--- config.mk ---
export PLATFORM = sky130hd
export DESIGN_NAME = subleq_ctrl
export DESIGN_NICKNAME = d
export VERILOG_FILES = /design/src/rtl/subleq_pkg.sv /design/src/rtl/subleq_alu.sv /design/src/rtl/subleq_ctrl.sv
export SDC_FILE = /design/constraint.sdc
export NUM_CORES = 1
export LEC_CHECK = 0
export ABC_AREA = 1
export ABC_CLOCK_PERIOD_IN_PS = 2400
export CORE_UTILIZATION = 45
export CTS_CLUSTER_SIZE = 28
export DETAILED_ROUTE_END_ITERATION = 16
export PLACE_DENSITY = 0.76
export SYNTH_ARGS = -nofsm -noshare
export SYNTH_HDL_FRONTEND = slang
export SYNTH_SLANG_ARGS = --single-unit
--- constraint.sdc ---
create_clock -name CLK -period 2.4 [get_ports CLK]
set_input_delay 0.72 -clock CLK [delete_from_list [all_inputs] [get_ports CLK]]
set_output_delay 0.72 -clock CLK [all_outputs]
set_load 0.005 [all_outputs]
--- src/rtl/subleq_pkg.sv ---
// Shared types and defaults for the SUBLEQ one-instruction core.
package subleq_pkg;

  localparam int unsigned SUBLEQ_ADDR_W    = 8;
  localparam int unsigned SUBLEQ_DATA_W    = 8;
  localparam logic [7:0]  SUBLEQ_HALT_ADDR = 8'hFF;
  localparam int unsigned SUBLEQ_INSTR_LEN = 3;

  typedef enum logic [2:0] {
    ST_FETCH = 3'd0,
    ST_F1    = 3'd1,
    ST_F2    = 3'd2,
    ST_EXEC  = 3'd3,
    ST_HALT  = 3'd4
  } subleq_state_e;

endpackage

--- src/rtl/subleq_alu.sv ---
// Combinational SUBLEQ datapath: wrapped subtract and the "result <= 0" flag.
module subleq_alu #(
  parameter int unsigned DATA_W = 8
) (
  input  logic [DATA_W-1:0] opb,
  input  logic [DATA_W-1:0] opa,
  output logic [DATA_W-1:0] diff,
  output logic              leq
);

  // The flag looks at the truncated result, so overflow can flip the branch.
  always_comb begin
    diff = opb - opa;
    leq  = diff[DATA_W-1] | (diff == '0);
  end

endmodule

--- src/rtl/subleq_ctrl.sv ---
// SUBLEQ sequencer: fetches a,b,c over two registered RAM read ports, writes
// mem[b]-mem[a] back to b and branches to c when the result is <= 0.
module subleq_ctrl
  import subleq_pkg::*;
#(
  parameter int unsigned       ADDR_W    = SUBLEQ_ADDR_W,
  parameter int unsigned       DATA_W    = SUBLEQ_DATA_W,
  parameter logic [ADDR_W-1:0] RESET_PC  = '0,
  parameter logic [ADDR_W-1:0] HALT_ADDR = ADDR_W'(SUBLEQ_HALT_ADDR)
) (
  input  logic              CLK,
  input  logic              RST,
  input  logic              RUN,
  output logic [ADDR_W-1:0] addrA,
  output logic [ADDR_W-1:0] addrB,
  input  logic [DATA_W-1:0] dataA,
  input  logic [DATA_W-1:0] dataB,
  output logic [ADDR_W-1:0] addrC,
  output logic [DATA_W-1:0] dataC,
  output logic              WE,
  output logic [ADDR_W-1:0] PC,
  output logic              INSTR_DONE,
  output logic              HALTED,
  output subleq_state_e     state_o
);

  subleq_state_e     state_q, state_d;
  logic [ADDR_W-1:0] pc_q, pc_d;
  logic [ADDR_W-1:0] a_ptr_q, a_ptr_d;
  logic [ADDR_W-1:0] b_ptr_q, b_ptr_d;
  logic [ADDR_W-1:0] c_ptr_q, c_ptr_d;
  logic [DATA_W-1:0] opb_q, opb_d;

  logic [DATA_W-1:0] diff;
  logic              leq;

  subleq_alu #(.DATA_W(DATA_W)) u_alu (
    .opb  (opb_q),
    .opa  (dataA),
    .diff (diff),
    .leq  (leq)
  );

  always_ff @(posedge CLK) begin
    if (RST) begin
      state_q <= ST_FETCH;
      pc_q    <= RESET_PC;
      a_ptr_q <= '0;
      b_ptr_q <= '0;
      c_ptr_q <= '0;
      opb_q   <= '0;
    end else begin
      state_q <= state_d;
      pc_q    <= pc_d;
      a_ptr_q <= a_ptr_d;
      b_ptr_q <= b_ptr_d;
      c_ptr_q <= c_ptr_d;
      opb_q   <= opb_d;
    end
  end

  // Read data arrives one cycle after its address, so each state captures
  // what the previous state asked for and issues the next request.
  always_comb begin
    state_d = state_q;
    pc_d    = pc_q;
    a_ptr_d = a_ptr_q;
    b_ptr_d = b_ptr_q;
    c_ptr_d = c_ptr_q;
    opb_d   = opb_q;
    addrA   = pc_q;
    addrB   = pc_q + ADDR_W'(1);
    addrC   = '0;
    dataC   = '0;
    WE      = 1'b0;

    case (state_q)
      ST_FETCH: begin
        if (RUN) state_d = ST_F1;
      end
      ST_F1: begin
        a_ptr_d = ADDR_W'(dataA);
        b_ptr_d = ADDR_W'(dataB);
        addrA   = pc_q + ADDR_W'(2);
        addrB   = ADDR_W'(dataB);
        state_d = ST_F2;
      end
      ST_F2: begin
        c_ptr_d = ADDR_W'(dataA);
        opb_d   = dataB;
        addrA   = a_ptr_q;
        state_d = ST_EXEC;
      end
      ST_EXEC: begin
        WE    = ~RST;
        addrC = b_ptr_q;
        dataC = diff;
        if (leq && (c_ptr_q == HALT_ADDR)) begin
          state_d = ST_HALT;
        end else begin
          pc_d    = leq ? c_ptr_q : pc_q + ADDR_W'(SUBLEQ_INSTR_LEN);
          state_d = ST_FETCH;
        end
      end
      ST_HALT: begin
        state_d = ST_HALT;
      end
      default: begin
        state_d = ST_FETCH;
      end
    endcase
  end

  assign PC         = pc_q;
  assign INSTR_DONE = (state_q == ST_EXEC);
  assign HALTED     = (state_q == ST_HALT);
  assign state_o    = state_q;

endmodule

==> results of run 1 <==
## cell type report
type,count,area (um^2)
Clock buffer,7,86.3
Clock inverter,1,8.76
Fill cell,285,928
Inverter,61,251
Multi-Input combinational cell,300,2060
Sequential cell,43,872
Tap cell,75,93.8
Timing Repair Buffer,186,1580
Timing Repair inverter,1,7.51
## final timing paths
kind / depth (start not counted) / slack, ns / endpoint
worst max-delay path: 9 / -0.40 / dataC[2]
worst min-delay path: 2 / 0.50 / b_ptr_q[2]
worst max register to register: 17 / -0.16 / PC[0]
worst min register to register: 2 / 0.50 / b_ptr_q[2]
## synthesized netlist by cell type
library cell / n / area share, %
buf_2: 1 / 0.18
nor2_2: 1 / 0.23
nand3b_1: 1 / 0.28
buf_1: 1 / 0.14
clkinv_1: 2 / 0.28
fa_1: 1 / 0.73
nor3b_1: 1 / 0.28
dfxtp_1: 43 / 32
xor2_1: 8 / 2.6
nor3_2: 1 / 0.37
ha_1: 12 / 5.5
nor4_1: 2 / 0.46
a21oi_1: 31 / 5.7
nand2_4: 2 / 0.82
nand2_2: 3 / 0.69
xnor2_1: 1 / 0.32
clkbuf_1: 11 / 1.5
clkbuf_8: 1 / 0.50
nor2_1: 62 / 8.5
inv_1: 57 / 7.8
o21ai_1: 2 / 0.37
inv_2: 2 / 0.28
o221ai_1: 7 / 2.2
nor2_4: 1 / 0.41
nand4_1: 3 / 0.69
nand3_4: 1 / 0.64
nand2_1: 93 / 13
o21ai_0: 38 / 7.0
nand3_1: 21 / 3.8
nor3_1: 2 / 0.37
nand3_2: 2 / 0.73
o31ai_1: 1 / 0.28
a21oi_4: 1 / 0.60
o21a_1: 2 / 0.55
buf_6: 2 / 0.82
## report_power, final
part | switching [W] | total [W] | internal, W
combinational | 0.000521 | 0.000963 | 0.000443
sequential | 0.0000431 | 0.000806 | 0.000763
clock | 0.000290 | 0.000527 | 0.000237
## sequential cells by signal, indices dropped and copies added, names as in the netlist
name	count
c_ptr_q	8
opb_q	8
a_ptr_q	8
PC	8
b_ptr_q	8
state_o	3
## worst min-delay path: cells and delay by family (launching register included)
kind	cells	cell delay (ns)
AOI/OAI and AO/OA	1	0.06
DFF	1	0.34
and+or+nand+nor	1	0.06
## per-layer routing
metal / up-vias / track usage (%)
met4: 0 / 23.4
met3: 149 / 6.63
li1: 1699 / -
met5: - / 0
met1: 1913 / 39.6
met2: 401 / 62.3
## what timing repair did
item                                    4_1_cts  5_1_grt
hold buffers                                  0        0
endpoints found under the setup margin       43       44
pin swaps                                    56       46
setup buffers                                44       19
resized for setup                           203      153
gates cloned                                  2        0
## cells by family after synthesis
family,count (synthesis),share of synthesized area [%]
AND/OR/NAND/NOR,196,31.1
AO/OA/AOI/OAI,82,16.7
buffers and inverters,77,11.5
flip-flops,43,31.5
adder cells (fa/ha/maj),13,6.23
XOR/XNOR,9,2.89
## metrics by stage
step                hold slack (ns)  util, %  instances
floorplan                     0.430        -        420
global placement              0.448     67.5        611
detailed placement            0.455     67.5        611
CTS                           0.467     77.3        659
global route                  0.513     84.2        674
finish                        0.503     84.2        674
==> run_results.csv, run 1 <==
group,metric,value,unit
run_status,status,"finished, violations left",
run_status,failed_checks,"setup timing",
place,placed_area,0.00398,mm^2
clocking,cts_max_level,2,
timing,grt_setup_unrepaired,"yes",
final_layout,final_cell_mix,"86 x buf_4, 53 x nand2_1, 42 x inv_1, 39 x nor2_1, 36 x dfxtp_1",
global_route,grt-ovfl-total,0,
timing,slew_viol_final,0,
detailed_routing,drc,0,
synthesis,ys_ff_latch,43,
detailed_routing,ant_nets,0,
timing,tightest_slew,1.05,ns
worst_setup_path,max_stage_delay,0.37,ns
place,post-dp-hpwl,6580,um
final_layout,layout-drive-gt1-share,50.8,%
synthesis,synth-seq-area-share,31.5,%
final_layout,layout_commonest_cell,"buf_4",
timing,setup_violations,44,
synthesis,ys_warn_count,0,
timing,final.setup.tns,-7.93,ns
clocking,numCtsBuffers,5,
detailed_routing,dr_wl_met2,6710,um
synthesis,synth_cell_types,35,
hold_path,min-delay-start,"b_ptr_q[2]",
timing,skew,0.0254,ns
die,rows,28,
worst_setup_path,critical_path_arrival,2.08,ns
global_route,antenna_found_initial,0,
die,initial_core_util,46.4,%
detailed_routing,via_count,4162,
worst_setup_path,crit_buf_inv,7,
worst_setup_path,timing.rr.start,"opb_q[0]",
place,port_buffers,64,
pwr,power.ir.vdd_worst,445,uV
timing,post-route-period-util,117,%
pwr,p_leak,2.34,nW
worst_setup_path,crit_family,"buffers and inverters",
timing,fmax,357,MHz
synthesis,syn_avg_cell_area,6.50,um^2
hold_path,hold_class,"register to register",
detailed_routing,wl_per_cell,21.9,um
final_layout,n_antenna_cell,0,
global_route,grt_pass1_wl,17300,um
final_layout,areaGrowthSynthToFinish,81.6,%
die,ios,65,
die,die_x,79.9,um
global_route,grt_usage,35.8,%
worst_setup_path,cp_cell_sequence,"buf_4 -> buf_6 -> inv_4 -> nor3_4 -> clkinvlp_4 -> buf_6 -> buf_8 -> a21oi_2 -> buf_2",
detailed_routing,first_pass_iters,5,
flow_run,cap_viol_max_count,0,
clocking,clock_sinks,43,
detailed_routing,vias_per_cell,6.18,
timing,min_period,2.80,ns
worst_setup_path,endpoint_kind,"primary output",
timing,finalWorstSetupSlack,-0.400,ns
die,core-area,0.00589,mm^2
timing,timing.slew.headroom,29.1,%
worst_setup_path,setup.worst_path.class,"register to primary output",
detailed_routing,met1_length,4990,um
worst_setup_path,critPathLaunch,"state_o[1]",
worst_setup_path,cp-start-kind,"register",
clocking,clk_latency,0.32,ns
pwr,p_per_area,463,mW/mm^2
detailed_routing,top_layer,"met4",
clocking,root_buffer,"clkbuf_8",
clocking,path_clk_slew,0.11,ns
final_layout,nets,630,
pwr,p_total,0.00230,W
clocking,cts_tree,"done",
worst_setup_path,cp_slowest_cell,"dfxtp_2",
die,die-area,0.00638,mm^2
final_layout,postLayoutCellArea,0.00496,mm^2
synthesis,synthesis.nets,452,
detailed_routing,drt_iter0_drc,596,
worst_setup_path,crit_required,1.68,ns
place,routabilityCongestion,0.941,
clocking,clock_tree.buffer_depth,2,
detailed_routing,finalWirelength,14800,um
synthesis,syn_area,0.00273,mm^2
place,dp_slack,-1.14,ns
global_route,grt_pass1_vias,3605,
die,die-height,79.9,um
synthesis,netlist_instances,420,
worst_setup_path,path_common_cell,"buf_6",
timing,hold_viol,0,
detailed_routing,wl_met3,1680,um
global_route,grt_max_degree,35,
worst_setup_path,critPathMaxFanout,7,
(Power assumes the default switching activity.)
==> run 2, diff against run 1 <==
--- a/config.mk
+++ b/config.mk
@@ -10,6 +10,7 @@
 export CORE_UTILIZATION = 45
 export CTS_CLUSTER_SIZE = 28
 export DETAILED_ROUTE_END_ITERATION = 16
+export HOLD_SLACK_MARGIN = 0.1
 export PLACE_DENSITY = 0.76
 export SYNTH_ARGS = -nofsm -noshare
 export SYNTH_HDL_FRONTEND = slang
==> results of run 2 <==
The final DEF is identical to that of run 1; final timing and power are the same.
==> run 3, diff against run 2 <==
--- a/config.mk
+++ b/config.mk
@@ -12,6 +12,7 @@
 export DETAILED_ROUTE_END_ITERATION = 16
 export HOLD_SLACK_MARGIN = 0.1
 export PLACE_DENSITY = 0.76
+export SKIP_CTS_REPAIR_TIMING = 1
 export SYNTH_ARGS = -nofsm -noshare
 export SYNTH_HDL_FRONTEND = slang
 export SYNTH_SLANG_ARGS = --single-unit
==> run_results.csv, run 3 (same netlist as run 1, synthesis figures left out) <==
group,metric,value,unit
run_status,status,"finished, violations left",
run_status,failed_checks,"setup timing",
clocking,clk_latency,0.30,ns
hold_path,hold_class,"register to register",
timing,post-route-period-util,112,%
final_layout,fillers,381,
timing,min_period,2.68,ns
place,dp.cells,611,
timing,finalWorstSetupSlack,-0.281,ns
detailed_routing,via_count,3474,
worst_setup_path,critical_path_arrival,1.96,ns
die,rows,28,
timing,grt_setup_unrepaired,"yes",
detailed_routing,vias_per_cell,5.40,
global_route,grt_pass1_vias,2837,
pwr,p_total,0.00209,W
place,routabilityCongestion,0.941,
worst_setup_path,endpoint_kind,"primary output",
die,die-area,0.00638,mm^2
clocking,clock_tree.buffer_depth,2,
die,initial_core_util,46.4,%
detailed_routing,drt_iter0_drc,262,
timing,fmax,373,MHz
hold_path,whs_path_depth,2,
pwr,power.ir.vdd_worst,440,uV
die,die-height,79.9,um
place,port_buffers,64,
die,core-area,0.00589,mm^2
clocking,numCtsBuffers,5,
final_layout,layout_commonest_cell,"buf_4",
final_layout,areaGrowthSynthToFinish,68.9,%
timing,slew_viol_final,0,
worst_setup_path,reg2reg_depth,18,
global_route,grt-ovfl-total,0,
worst_setup_path,crit_required,1.68,ns
final_layout,final_cell_mix,"77 x buf_4, 65 x nand2_1, 52 x nor2_1, 44 x inv_1, 36 x dfxtp_1",
detailed_routing,drc,0,
detailed_routing,finalWirelength,10600,um
die,ios,65,
pwr,p_leak,2.38,nW
global_route,grt_pass1_wl,13200,um
global_route,grt_max_degree,35,
clocking,cts_max_level,2,
flow_run,cap_viol_max_count,0,
clocking,root_buffer,"clkbuf_8",
final_layout,post-route-util,78.3,%
worst_setup_path,critPathMaxFanout,4,
clocking,cts_tree,"done",
place,placed_area,0.00398,mm^2
pwr,p_per_area,454,mW/mm^2
die,die_x,79.9,um
clocking,path_clk_slew,0.09,ns
global_route,antenna_found_initial,0,
final_layout,postLayoutCellArea,0.00461,mm^2
timing,skew,0.00509,ns
final_layout,layout-drive-gt1-share,38.0,%
timing,setup_violations,23,
final_layout,nets,599,
detailed_routing,wl_per_cell,16.5,um
final_layout,final-instance-count-excl-fill,643,
place,post-dp-hpwl,6580,um
detailed_routing,first_pass_iters,4,
timing,timing.slew.headroom,33.6,%
timing,hold_viol,0,
final_layout,n_antenna_cell,0,
timing,tightest_slew,0.987,ns
detailed_routing,ant_nets,0,
global_route,grt_usage,26.9,%
clocking,clock_sinks,43,
timing,hold_slack,0.471,ns
worst_setup_path,setup.worst_path.class,"input port to primary output",
worst_setup_path,cp-start-kind,"input port",
## run 3: cell count changes in the layout (fill, tap and decap cells not counted), moves of 6 or more
| cell | delta |
|---|---|
| buf_2 | -20 |
| nand2_1 | +12 |
| nor2_2 | -9 |
| buf_6 | -21 |
| nand2_4 | -6 |
| buf_4 | -9 |
| nor2_1 | +13 |
| nand2_2 | -7 |
| dlymetal6s2s_1 | +22 |
## run 3: cell type report
class / count / area [um^2] / area share [%]
inverters: 61 / 243 / 5.26
multi-input cells: 300 / 1910 / 41.4
clock inverters: 1 / 8.76 / 0.190
well taps: 75 / 93.8 / 2.04
repair buffers: 155 / 1390 / 30.2
repair inverters: 1 / 7.51 / 0.163
clock buffers: 7 / 86.3 / 1.87
flip-flops and latches: 43 / 872 / 18.9
## run 3: final timing paths
path | startpoint | endpoint | slack, ns
setup / recovery | dataA[0] | dataC[6] | -0.28
hold / removal | b_ptr_q[0] | b_ptr_q[0] | 0.47
setup reg to reg | opb_q[0] | PC[2] | -0.02
hold reg to reg | b_ptr_q[0] | b_ptr_q[0] | 0.47
## run 3: stage by stage
stage	setup TNS [ns]	setup slack (ns)
2_1_floorplan	-0.00793	-0.00793
3_3_place_gp	-15.48	-1.12
3_5_place_dp	-16.07	-1.14
4_1_cts	-18.95	-1.14
5_1_grt	-3.42	-0.357
6_report	-1.76	-0.281
## run 3: where the power goes
part | switching (W) | internal (W) | total, W
combinational | 0.000416 | 0.000379 | 0.000795
sequential | 0.0000386 | 0.000763 | 0.000801
clock | 0.000261 | 0.000236 | 0.000497
total | 0.000716 | 0.00138 | 0.00209
## run 3: worst max-delay path, stage by stage
cell and delay (ns):
buf_8 0.07, ha_4 0.11, inv_2 0.04, fa_2 0.43
nand2_2 0.09, nand2_2 0.06, nand3_2 0.07, nand2_1 0.05
nand2_1 0.08, nand2_2 0.06, nor2_2 0.07, buf_2 0.11
## run 3: routing by layer
layer	GRT usage (%)	vias to the layer above	share of wire [%]
met4	10.9	0	4.0
li1	-	1638	-
met1	36.1	1635	41
met2	43.2	161	49
met5	0	-	0
met3	3.66	40	5.5
